`src/rtl/csa_accum.sv`:
```
// Frame accumulator holding a carry-save sum of unsigned beats (add or subtract),
// resolved CHUNK bits per cycle into a binary result with beat count and parity.
module csa_accum #(
    parameter int WIDTH = 8,
    parameter int CNT_W = 4,
    parameter int CHUNK = 4
) (
    input  logic                     clk,
    input  logic                     rst_n,
    input  logic                     in_valid,
    output logic                     in_ready,
    input  logic [WIDTH-1:0]         in_data,
    input  logic                     in_sub,
    input  logic                     in_last,
    output logic                     out_valid,
    input  logic                     out_ready,
    output logic [WIDTH+CNT_W-1:0]   out_sum,
    output logic [CNT_W-1:0]         out_beats,
    output logic                     out_ovf,
    output logic                     out_parity
);
    localparam int ACC_W = WIDTH + CNT_W;
    localparam int NCH   = (ACC_W + CHUNK - 1) / CHUNK;
    localparam int PAD_W = NCH * CHUNK;
    localparam int IDX_W = $clog2(NCH + 1);

    typedef enum logic [1:0] {ACCUM, RESOLVE, OUT} state_t;

    state_t             state_q, state_d;
    logic [ACC_W-1:0]   s_q, c_q;
    logic [CNT_W-1:0]   cnt_q;
    logic               ovf_q;
    logic [IDX_W-1:0]   idx_q;
    logic               carry_q;
    logic [PAD_W-1:0]   sum_q;
    logic               par_q;

    logic               accept;
    logic [ACC_W-1:0]   x, maj;
    logic [PAD_W-1:0]   s_pad, c_pad;
    logic [CHUNK-1:0]   s_ch, c_ch;
    logic [CHUNK:0]     ch_sum;

    assign in_ready  = (state_q == ACCUM);
    assign out_valid = (state_q == OUT);
    assign accept    = in_valid & in_ready;

    // Subtraction is x = ~operand with the +1 injected through the freed C[0] slot.
    assign x   = in_sub ? ~{{CNT_W{1'b0}}, in_data} : {{CNT_W{1'b0}}, in_data};
    assign maj = (s_q & c_q) | (s_q & x) | (c_q & x);

    assign s_pad = PAD_W'(s_q);
    assign c_pad = PAD_W'(c_q);

    always_comb begin
        s_ch = '0;
        c_ch = '0;
        for (int k = 0; k < NCH; k++) begin
            if (idx_q == IDX_W'(k)) begin
                s_ch = s_pad[k*CHUNK +: CHUNK];
                c_ch = c_pad[k*CHUNK +: CHUNK];
            end
        end
        ch_sum = {1'b0, s_ch} + {1'b0, c_ch} + {{CHUNK{1'b0}}, carry_q};
    end

    always_comb begin
        state_d = state_q;
        case (state_q)
            ACCUM:   if (accept && in_last) state_d = RESOLVE;
            RESOLVE: if (idx_q == IDX_W'(NCH)) state_d = OUT;
            OUT:     if (out_ready) state_d = ACCUM;
            default: state_d = ACCUM;
        endcase
    end

    always_ff @(posedge clk or negedge rst_n) begin
        if (!rst_n) begin
            state_q <= ACCUM;
            s_q     <= '0;
            c_q     <= '0;
            cnt_q   <= '0;
            ovf_q   <= 1'b0;
            idx_q   <= '0;
            carry_q <= 1'b0;
            sum_q   <= '0;
            par_q   <= 1'b0;
        end else begin
            state_q <= state_d;
            case (state_q)
                ACCUM: begin
                    if (accept) begin
                        s_q <= s_q ^ c_q ^ x;
                        c_q <= {maj[ACC_W-2:0], in_sub};
                        if (cnt_q == {CNT_W{1'b1}}) ovf_q <= 1'b1;
                        else                        cnt_q <= cnt_q + 1'b1;
                    end
                end
                RESOLVE: begin
                    // One extra cycle after the last chunk registers the parity.
                    if (idx_q != IDX_W'(NCH)) begin
                        for (int k = 0; k < NCH; k++) begin
                            if (idx_q == IDX_W'(k)) sum_q[k*CHUNK +: CHUNK] <= ch_sum[CHUNK-1:0];
                        end
                        carry_q <= ch_sum[CHUNK];
                        idx_q   <= idx_q + 1'b1;
                    end else begin
                        par_q <= ^sum_q[ACC_W-1:0];
                    end
                end
                OUT: begin
                    if (out_ready) begin
                        s_q     <= '0;
                        c_q     <= '0;
                        cnt_q   <= '0;
                        ovf_q   <= 1'b0;
                        idx_q   <= '0;
                        carry_q <= 1'b0;
                    end
                end
                default: ;
            endcase
        end
    end

    assign out_sum    = out_valid ? sum_q[ACC_W-1:0] : '0;
    assign out_beats  = out_valid ? cnt_q : '0;
    assign out_ovf    = out_valid & ovf_q;
    assign out_parity = out_valid & par_q;
endmodule

```
`config.mk`:
```
export PLATFORM = sky130hd
export DESIGN_NAME = csa_accum
export DESIGN_NICKNAME = d
export VERILOG_FILES = /design/src/rtl/csa_accum.sv
export SDC_FILE = /design/constraint.sdc
export NUM_CORES = 1
export LEC_CHECK = 0
export BUFFER_PORTS_ARGS = -buffer_cell sky130_fd_sc_hd__buf_2
export CORE_ASPECT_RATIO = 0.75
export CORE_MARGIN = 3
export CORE_UTILIZATION = 60
export DETAILED_ROUTE_END_ITERATION = 16
export GPL_TIMING_DRIVEN = 0
export PLACE_DENSITY = 0.78
export SLEW_MARGIN = 15
export SYNTH_ARGS = -nofsm -noshare
export SYNTH_HDL_FRONTEND = slang
export SYNTH_SLANG_ARGS = --single-unit
```
`constraint.sdc`:
```
create_clock -name clk -period 5.55 [get_ports clk]
set_input_delay 0.2775 -clock clk [delete_from_list [all_inputs] [get_ports clk]]
set_output_delay 0.2775 -clock clk [all_outputs]
set_load 0.05 [all_outputs]
```
After elaboration in Yosys (flattened, before gate mapping)
Cells that the tools add are included.

operators by class
  add/subtract/negate cells = 4
  equal/unequal tests = 14
  muxes and demuxes = 30
  bitwise logic cells = 12
  reductions and logical operators = 15

operators by type and width
  kind                                                    count
  two-way mux 12 bit                                      5
  case mux 12 bit (2 select lines)                        2
  two-way mux 4 bit                                       10
  bitwise AND 11 bit                                      3
  XOR 12 bit                                              2
  OR 11 bit                                               2
  AND reduction 3 bit                                     6
  NOT 8 -> 12 bit                                         1
  parity 12 bit                                           1
  two-way mux 2 bit                                       4
  inequality test 2 x 1 -> 1 bit (second input constant)  4
  inequality test 2 bit (second input constant)           4
  case mux 4 bit (2 select lines)                         1
  AND reduction 4 bit                                     2
  equality test 2 bit (second input constant)             3
  case mux 2 bit (3 select lines)                         1
  adder 4 x 4 -> 5 bit                                    1
  adder 5 x 1 -> 5 bit                                    1
  adder 4 x 1 -> 4 bit (second input constant)            1
  equality test 2 x 1 -> 1 bit (second input constant)    2
  equality test 4 bit (second input constant)             1
  zero test 2 bit                                         2
  two-way mux 1 bit                                       4
  case mux 1 bit (2 select lines)                         2
  other kinds (7)                                         10

storage, ports and cells
  bits in registers = 47
  input port bits = 14
  output and inout port bits = 20
  word-level logic and storage cells = 86

Depth between registers and ports, before layout
Gate-level depths: netlist of run 1.

  depth in word-level cells = 8
  gate-level depth with buffers = 12
  mapped depth without buffers = 11

Worst setup path after synthesis of run 1
Ideal clock, no wire load.

  path type = reg-to-reg
  start = register idx_q[1]
  end = register carry_q
  library setup time = 0.138 ns
  arrival = 2.685 ns
  data required time = 5.412 ns
  path slack = 2.727 ns
  stages on the path, launching flop included = 12
  path buffers = 2
  period minus slack after synthesis = 2.823 ns
  path through = dfrtp_1 inv_1 ha_1 clkbuf_1 clkbuf_1 a21oi_1 o21ai_0 fa_1 fa_1 a21o_1 a2111oi_0 a21oi_1

between the ends
  longest elaborated chain between the ends = 8
  elaborated cells between the ends (all ways) = 16
  those cells by class = 2 x add/sub; 4 x eq/ne; 8 x mux; 2 x reduce/logical

RTL lines
  item                             RTL line  RTL
  from (decl)                      33        logic [IDX_W-1:0] idx_q;
  from (signal assigned)           106       idx_q <= idx_q + 1'b1;
  zero test 2 bit                  59        if (idx_q == IDX_W'(k)) begin
  two-way mux 4 bit (3 in series)  59
  adder 4 x 4 -> 5 bit             64        ch_sum = {1'b0, s_ch} + {1'b0, c_ch} + {{CHUNK{1'b0}}, carry_q};
  adder 5 x 1 -> 5 bit             64
  two-way mux 1 bit                101       if (idx_q != IDX_W'(NCH)) begin
  case mux 1 bit (2 select lines)  90        case (state_q)
  to (signal assigned)             105       carry_q <= ch_sum[CHUNK];
  to (decl)                        34        logic carry_q;

Parallel ways exist; a longest one is shown, timed or not. The select of a mux whose other input is x is not followed.
A chain may end at the register's enable or synchronous reset.

Worst setup path after layout of run 1
Same ends and word-level chain as after synthesis.

==> results of run 1 <==
area by class of cell:
class / instances / area, sq um
Multi-Input combinational cell: 196 / 1453
Inverter: 23 / 86.33
Buffer: 11 / 51.30
Clock inverter: 2 / 35.03
Timing Repair Buffer: 33 / 165.2
Fill cell: 324 / 1111
Tap cell: 55 / 68.82
Clock buffer: 6 / 82.58
Sequential cell: 47 / 1176
power by group through the flow:
stage / clock [mW] / sequential (mW) / combinational (mW)
after floorplan: 0 / 0.605 / 0.861
after global placement: 0 / 0.642 / 1.07
after detailed placement: 0 / 0.648 / 1.11
after CTS: 0.264 / 0.643 / 1.12
after global routing: 0.277 / 0.669 / 1.25
final: 0.263 / 0.646 / 1.11
cells by family after synthesis:
logic type / after synthesis / share of synthesized area [%]
and+or+nand+nor: 73 / 12.35
AOI/OAI and AO/OA: 70 / 15.42
DFF: 47 / 42.51
buffers and inverters: 34 / 4.975
adders and majority gates: 23 / 13.93
xor gates and xnor gates: 21 / 7.146
muxes: 9 / 3.664
state kept, by name (all words and copies together), names as in the netlist:
name and count:
c_pad 12, carry_q 1, cnt_q 4, idx_q 2
ovf_q 1, par_q 1, s_pad 12, state_q 2
sum_q 12
synth_stat cells (all sizes together) (2+ instances only):
master	number	area, sq um
nor2	15	56.30
nand2b	3	18.77
and2	18	112.6
a22o	6	52.55
or3	2	12.51
a21o	3	22.52
dfrtp	47	1176
clkbuf	8	30.03
xnor2	19	166.4
a21oi	17	85.08
buf	3	21.27
inv	23	86.33
fa	13	260.3
nand2	30	112.6
o22ai	15	93.84
ha	10	125.1
nand3	3	15.01
mux2	9	101.4
o21ai	21	105.1
placed cells by master (no fill, tap or decap), types with 13 or more instances in the layout:
master   count
dfrtp_1     47
buf_2       35
nand2_1     30
inv_1       23
o21ai_0     21
xnor2_1     19
and2_1      18
a21oi_1     17
nor2_1      15
o22ai_1     15
fa_1        13
metrics by stage:
| step | util [%] | std cells |
|---|---|---|
| 4_1_cts | 73.73 | 373 |
| 2_1_floorplan | - | 277 |
| 3_5_place_dp | 70.95 | 365 |
| 3_3_place_gp | 70.95 | 365 |
| 6_report | 73.73 | 373 |
| 5_1_grt | 73.73 | 373 |
worst max-delay path, stage by stage, from the launching register on:
cell       delay (ns)
dfrtp_1          0.46
inv_1            0.12
ha_1             0.19
clkbuf_1         0.16
clkbuf_1         0.24
a21oi_1          0.19
o21ai_0          0.12
fa_1             0.44
fa_1             0.41
a21o_1           0.19
a2111oi_0        0.39
a21oi_1          0.08
worst max path at each step:
stage,from,endpoint,slack (ns),depth (start not counted)
finish,idx_q[1],carry_q,2.47,11
global route,idx_q[1],carry_q,2.15,11
CTS,idx_q[1],carry_q,2.42,11
detailed placement,idx_q[1],carry_q,2.45,11
global placement,idx_q[1],carry_q,2.54,11
floorplan,idx_q[1],carry_q,2.73,11
metal layers:
metal	vias up	track usage, %
met5	-	0
li1	1014	-
met1	1037	34.25
met4	0	5.731
met3	4	5.464
met2	65	37.70
==> flow_summary.yaml, run 1 <==
placed_design:
  placedInstanceArea_sq_mm: 0.003000
  place_ws_ns: 2.454
  gp_congestion: 0.8364
  dpl.hpwl_um: 4465
  io_buffer_count: 33
floorplan:
  dieArea_sq_mm: 0.005470
  ios: 34
  initial_core_util_pct: 65.41
  dieWidth_um: 84.41
  core_area_sq_mm: 0.004229
  fp-row-count: 20
  chipHeight_um: 64.81
sta:
  slew_headroom_pct: 30.89
  period_needed_ns: 3.085
  worst_pin_slew_ns: 1.037
  fmax_mhz: 324.2
  fin_ws_ns: 2.466
  rsz0062_at_grt: "no"
  final-setup-viol-count: 0
  min_period_over_period_pct: 55.58
  hold_viol: 0
  final_max_slew_viol_count: 0
  tns_ns: 0
  clock_skew_ns: 0.009568
  fin_hold_ws_ns: 0.1521
global_route:
  grt_max_degree: 48
  grt.total_usage_pct: 23.99
  grt_pass1_vias: 2117
  antenna_found_initial: 0
  gr-total-overflow: 0
  grt_pass1_wl_um: 10180
detailed_routing:
  avgRoutedWirePerCell_um: 15.88
  met2_length_um: 2781
  drt_iter0_drc: 113
  firstDrtPassIters: 4
  met3WireLength_um: 335
  highest_layer: "met4"
  met1Wirelength_um: 2763
  num_vias: 2120
  postRouteAntennaNets: 0
  drc: 0
  vias_per_cell: 5.684
  finalWirelength_um: 5923
outcome:
  status: "finished, final reports clean"
pwr:
  swShare_pct: 45.06
  p_per_area_mw_per_mm2: 648.1
  power_leakage_nw: 1.491
  clockPowerShare_pct: 13.0
  p_comb_share_pct: 55.0
  p_int_mw: 1.110
  p_total_mw: 2.021
  sequentialPowerShare_pct: 32.0
  irDropWorstVdd_v: 0.0003926
  power.switching_uw: 910.5
clock_network:
  clkSinkCount: 47
  root_buffer: "clkbuf_8"
  clock_path_buffers: 2
  cts_tree: "yes"
  clock_latency_ns: 0.30
  hold_buffers: 0
  path_clk_slew_ns: 0.09
  htreeDepth: 2
  cts_buffers: 5
  cts_resized: 0
  post_cts_buffers: 0
synthesis:
  synth_flop_cell: "dfrtp_1"
  async_flop_share_pct: 100.0
  yosys_warnings: 0
  syn_nets: 314
  synth_area_sq_mm: 0.002766
  synth_cells: 277
  synth.yosys.seq_area_share_pct: 42.51
  synth-edff-count: 0
  syn_area_per_cell_sq_um: 9.987
  ys_ff_latch: 47
  yosysUniqueCellTypes: 32
worst_hold_path:
  hp-class: "input port to async pin"
layout:
  area_growth_pct: 12.71
  drive_gt1_share_pct: 16.67
  layout.nets: 354
  n_antenna_cell: 0
  finalInstanceArea_sq_mm: 0.003118
setup_path:
  worst_setup_path_end_kind: "register"
  regToRegSetupSlack_ns: 2.47
  critical_path_class: "register to register"
  timing.rr.start: "idx_q[1]"
  critPathRequiredTime_ns: 5.73
  cp.arrival_ns: 3.27
  cp_max_fo: 10
  critPathLaunchType: "register"
  reg2regPathDepth: 11
  timing.rr.end: "carry_q"
run:
  maxCapViolCount: 0
(Power assumes the default switching activity.)
==> run 2, diff against run 1 <==
--- a/config.mk
+++ b/config.mk
@@ -8,10 +8,10 @@
 export BUFFER_PORTS_ARGS = -buffer_cell sky130_fd_sc_hd__buf_2
 export CORE_ASPECT_RATIO = 0.75
 export CORE_MARGIN = 3
-export CORE_UTILIZATION = 60
+export CORE_UTILIZATION = 52
 export DETAILED_ROUTE_END_ITERATION = 16
 export GPL_TIMING_DRIVEN = 0
-export PLACE_DENSITY = 0.78
+export PLACE_DENSITY = 0.71
 export SLEW_MARGIN = 15
 export SYNTH_ARGS = -nofsm -noshare
 export SYNTH_HDL_FRONTEND = slang
==> constraint.sdc (replaced) <==
create_clock -name clk -period 2.8 [get_ports clk]
set_input_delay 0.14 -clock clk [delete_from_list [all_inputs] [get_ports clk]]
set_output_delay 0.14 -clock clk [all_outputs]
set_load 0.05 [all_outputs]
==> flow_summary.yaml, run 2 (synthesized netlist as in run 1, its figures left out) <==
outcome:
  status: "finished, final reports clean"
clock_network:
  path_clk_slew_ns: 0.09
  clock_path_buffers: 2
  clock_latency_ns: 0.30
  cts_tree: "yes"
  cts_buffers: 5
  htreeDepth: 2
  root_buffer: "clkbuf_8"
  clkSinkCount: 47
sta:
  final-setup-viol-count: 0
  worst_pin_slew_ns: 0.7262
  clock_skew_ns: 0.008980
  tns_ns: 0
  fin_ws_ns: 0.1967
  slew_headroom_pct: 51.59
  fmax_mhz: 384.1
  rsz0062_at_grt: "no"
  fin_hold_ws_ns: 0.08015
  period_needed_ns: 2.603
  min_period_over_period_pct: 92.97
  final_max_slew_viol_count: 0
  hold_viol: 0
setup_path:
  critPathLaunchType: "register"
  worst_setup_path_end_kind: "register"
  critical_path_class: "register to register"
  cp.arrival_ns: 2.79
  critPathRequiredTime_ns: 2.99
  cp_max_fo: 10
pwr:
  p_comb_share_pct: 56.6
  swShare_pct: 44.30
  sequentialPowerShare_pct: 30.9
  irDropWorstVdd_v: 0.0006241
  p_int_mw: 2.290
  p_per_area_mw_per_mm2: 1279
  clockPowerShare_pct: 12.6
  power_leakage_nw: 1.511
  power.switching_mw: 1.822
layout:
  finalInstanceArea_sq_mm: 0.003214
  fin_cells: 392
  layout_commonest_cell: "dfrtp_1"
  drive_gt1_share_pct: 20.63
  n_antenna_cell: 0
  layout_common_cells: "45 x dfrtp_1, 34 x buf_2, 30 x nand2_1"
  area_growth_pct: 16.19
  layout.nets: 356
placed_design:
  placedInstanceArea_sq_mm: 0.003023
  dpl.hpwl_um: 4286
  io_buffer_count: 33
  place_ws_ns: -0.2916
  placed_cells: 382
  gp_congestion: 0.8644
floorplan:
  ios: 34
  fp-row-count: 22
  dieWidth_um: 90.22
  dieArea_sq_mm: 0.006240
  chipHeight_um: 69.17
  core_area_sq_mm: 0.005010
  initial_core_util_pct: 55.22
global_route:
  grt_max_degree: 48
  antenna_found_initial: 0
  grt_pass1_wl_um: 10040
  grt.total_usage_pct: 19.98
  gr-total-overflow: 0
  grt_pass1_vias: 2077
detailed_routing:
  avgRoutedWirePerCell_um: 14.92
  drc: 0
  vias_per_cell: 5.260
  drt_iter0_drc: 95
  num_vias: 2062
  finalWirelength_um: 5847
  firstDrtPassIters: 4
  postRouteAntennaNets: 0
worst_hold_path:
  hp-class: "input port to register"
run:
  maxCapViolCount: 0
==> run 2: routing by layer <==
metal  GRT usage (%)  vias up  wire length, um
met4           4.244        0               41
met1           30.41     1002             3075
met5               0        -                0
met2           28.56       35             2518
met3           5.453        5              211
li1                -     1020                -
==> run 2: timing repair <==
action	in CTS	in global routing
setup buffers	3	0
hold buffers	0	1
gates resized for setup	8	9
endpoints found under the hold margin	0	47
setup endpoints to repair	7	7
==> run 2: final timing paths <==
path,from,cells past startpoint,slack [ns],to
min in group asynchronous,rst_n,2,0.38,s_pad[8]
max reg2reg,idx_q[1],10,0.20,carry_q
min reg2reg,par_q,2,0.49,par_q
max in group asynchronous,rst_n,2,1.96,idx_q[0]
min,out_ready,2,0.08,state_q[1]
max,idx_q[1],10,0.20,carry_q
==> run 2: final cells by class <==
class / instances / area [sq um]
Fill cell: 418 / 1795
Buffer: 9 / 57.56
Multi-Input combinational cell: 196 / 1484
Clock buffer: 6 / 82.58
Sequential cell: 47 / 1179
Inverter: 23 / 86.33
Timing Repair Buffer: 37 / 200.2
Clock inverter: 2 / 35.03
Tap cell: 72 / 90.09
==> run 2: worst max-delay path, cell delays in order, from the launching register on <==
cell	delay [ns]
dfrtp_2	0.42
buf_4	0.13
ha_2	0.20
clkbuf_4	0.19
nand2_1	0.07
o21ai_0	0.12
fa_2	0.39
fa_2	0.36
a21o_1	0.22
a2111oi_4	0.33
a21oi_1	0.06
==> run 2: per-stage QoR <==
| step | util (%) | power (mW) |
|---|---|---|
| final | 64.16 | 4.112 |
| after global routing | 64.16 | 4.492 |
| after CTS | 63.49 | 4.075 |
| after detailed placement | 60.34 | 3.471 |
| after global placement | 60.34 | 3.394 |
| after floorplan | - | 2.909 |
==> run 2: power groups by stage <==
stage | clock network (mW) | logic, mW | registers (mW)
after floorplan | 0 | 1.71 | 1.20
after global placement | 0 | 2.12 | 1.28
after detailed placement | 0 | 2.18 | 1.29
after CTS | 0.523 | 2.29 | 1.26
after global routing | 0.565 | 2.62 | 1.31
final | 0.516 | 2.33 | 1.27
==> run 3, diff against run 2 <==
--- a/config.mk
+++ b/config.mk
@@ -7,7 +7,6 @@
 export LEC_CHECK = 0
 export BUFFER_PORTS_ARGS = -buffer_cell sky130_fd_sc_hd__buf_2
 export CORE_ASPECT_RATIO = 0.75
-export CORE_MARGIN = 3
 export CORE_UTILIZATION = 52
 export DETAILED_ROUTE_END_ITERATION = 16
 export GPL_TIMING_DRIVEN = 0
==> flow_summary.yaml, run 3 (synthesized netlist as in run 1, its figures left out) <==
sta:
  period_needed_ns: 2.584
  hold_viol: 0
  final_max_slew_viol_count: 0
  min_period_over_period_pct: 92.27
  tns_ns: 0
  fin_ws_ns: 0.2165
  worst_pin_slew_ns: 0.7245
  rsz0062_at_grt: "no"
  clock_skew_ns: 0.005263
  slew_headroom_pct: 51.70
  fin_hold_ws_ns: 0.07894
  fmax_mhz: 387.1
  final-setup-viol-count: 0
global_route:
  grt.total_usage_pct: 22.95
  grt_pass1_wl_um: 9770
  gr-usage-met3_pct: 4.271
  gr-usage-met2_pct: 32.74
  busiest_layer: "met1"
  grt_pass1_vias: 1957
  gr-total-overflow: 0
  grt_max_degree: 48
  antenna_found_initial: 0
  gr-usage-met1_pct: 35.31
setup_path:
  timing.rr.end: "sum_q[7]"
  crit_family: "compound AO/OA/AOI/OAI gates"
  crit_buf_inv: 2
  critPathLaunchType: "register"
  critical_path_class: "register to register"
  cp_num_cells: 10
  cp_cell_sequence: "inv_1, ha_2, buf_4, a21oi_1, o21ai_0, ha_1, a21o_1, a21oi_1, xnor2_1, mux2_2"
  critPathRequiredTime_ns: 2.98
  worst_setup_path_end_kind: "register"
  cp_max_fo: 10
  timing.rr.start: "idx_q[1]"
  startpoint: "idx_q[1]"
  cpMaxStageDelayCell: "dfrtp_1"
  regToRegSetupSlack_ns: 0.22
  setup.worst_path.end: "sum_q[7]"
  slowest_delay_ns: 0.39
  path_common_cell: "a21oi_1"
  cp.arrival_ns: 2.77
  reg2regPathDepth: 10
clock_network:
  root_buffer: "clkbuf_8"
  htreeDepth: 2
  path_clk_slew_ns: 0.08
  cts_buffers: 5
  clock_latency_ns: 0.30
  cts_tree: "yes"
  clock_path_buffers: 2
  clkSinkCount: 47
floorplan:
  chipHeight_um: 65.17
  dieArea_sq_mm: 0.005619
  ios: 34
  dieWidth_um: 86.22
  core_area_sq_mm: 0.005010
  initial_core_util_pct: 55.22
  fp-row-count: 22
placed_design:
  io_buffer_count: 33
  dpl.hpwl_um: 4207
  place_ws_ns: -0.2791
  gp_congestion: 0.8909
  placedInstanceArea_sq_mm: 0.003023
detailed_routing:
  num_vias: 2017
  avgRoutedWirePerCell_um: 14.15
  firstDrtPassIters: 5
  finalWirelength_um: 5533
  drt_iter0_drc: 108
  vias_per_cell: 5.159
  postRouteAntennaNets: 0
  drc: 0
layout:
  layout.nets: 355
  layout_commonest_cell: "dfrtp_1"
  drive_gt1_share_pct: 19.75
  layout_common_cells: "46 x dfrtp_1, 35 x buf_2, 30 x nand2_1"
  finalInstanceArea_sq_mm: 0.003152
  n_antenna_cell: 0
  final_core_util_pct: 62.91
  area_growth_pct: 13.93
worst_hold_path:
  hp-class: "input port to register"
pwr:
  power_leakage_nw: 1.485
  p_per_area_mw_per_mm2: 1244
  irDropWorstVdd_v: 0.0006427
outcome:
  status: "finished, final reports clean"
run:
  maxCapViolCount: 0
-- run 3: changes by cell type in the layout (fill, tap and decap cells not counted) --
cell       delta
clkbuf_4      -1
a21oi_2       +1
a2111oi_2     +1
bufinv_16     -1
a21oi_1       -1
clkbuf_1      +2
a2111oi_4     -1
dfrtp_2       -1
buf_2         +1
dfrtp_1       +1
clkbuf_8      -2
-- run 3: power breakdown --
part	internal, mW	total, mW	switching, mW
Clock	0.176	0.392	0.217
Sequential	0.998	1.26	0.263
Combinational	0.973	2.27	1.29
Total	2.15	3.92	1.77
-- run 3: layout make-up --
cell class | instances | area (sq um)
Clock inverter | 1 | 5.005
Inverter | 23 | 86.33
Sequential cell | 47 | 1177
Clock buffer | 7 | 76.32
Tap cell | 72 | 90.09
Buffer | 9 | 48.80
Timing Repair Buffer | 36 | 192.7
Fill cell | 453 | 1858
Multi-Input combinational cell | 196 | 1475
-- run 3: layer usage --
| layer | vias to the layer above | routed length, um | part of all wire, % |
|---|---|---|---|
| li1 | 1015 | - | - |
| met1 | 956 | 2892 | 52 |
| met2 | 37 | 2363 | 43 |
| met3 | 9 | 194 | 3.5 |
| met4 | 0 | 83 | 1.5 |
| met5 | - | 0 | 0 |
-- run 3: how the worst min path moves through the flow --
stage | startpoint | to | slack, ns | depth (start not counted)
6_report | in_last | state_q[0] | 0.08 | 3
5_1_grt | out_ready | state_q[1] | 0.09 | 2
3_3_place_gp | in_last | state_q[0] | 0.37 | 3
3_5_place_dp | rst_n | c_pad[7] | 0.38 | 1
2_1_floorplan | rst_n | c_pad[0] | -0.16 | 0
4_1_cts | rst_n | c_pad[7] | 0.06 | 1
-- run 3: tightest hold or removal path, cell delays in order --
cell and delay, ns:
buf_2 0.08, nand2_1 0.05, o21ai_0 0.07
-- run 3: stage by stage --
stage          cells  power [mW]
2_1_floorplan    277       2.909
5_1_grt          391       4.305
4_1_cts          392       3.925
3_5_place_dp     382       3.468
6_report         391       3.920
3_3_place_gp     382       3.394
-- run 3: repair_timing --
action | 4_1_cts | 5_1_grt
buffers inserted | 2 | 0
hold buffers | 0 | 1
setup endpoints to repair | 7 | 10
endpoints found under the hold margin | 0 | 47
resized for setup | 6 | 10
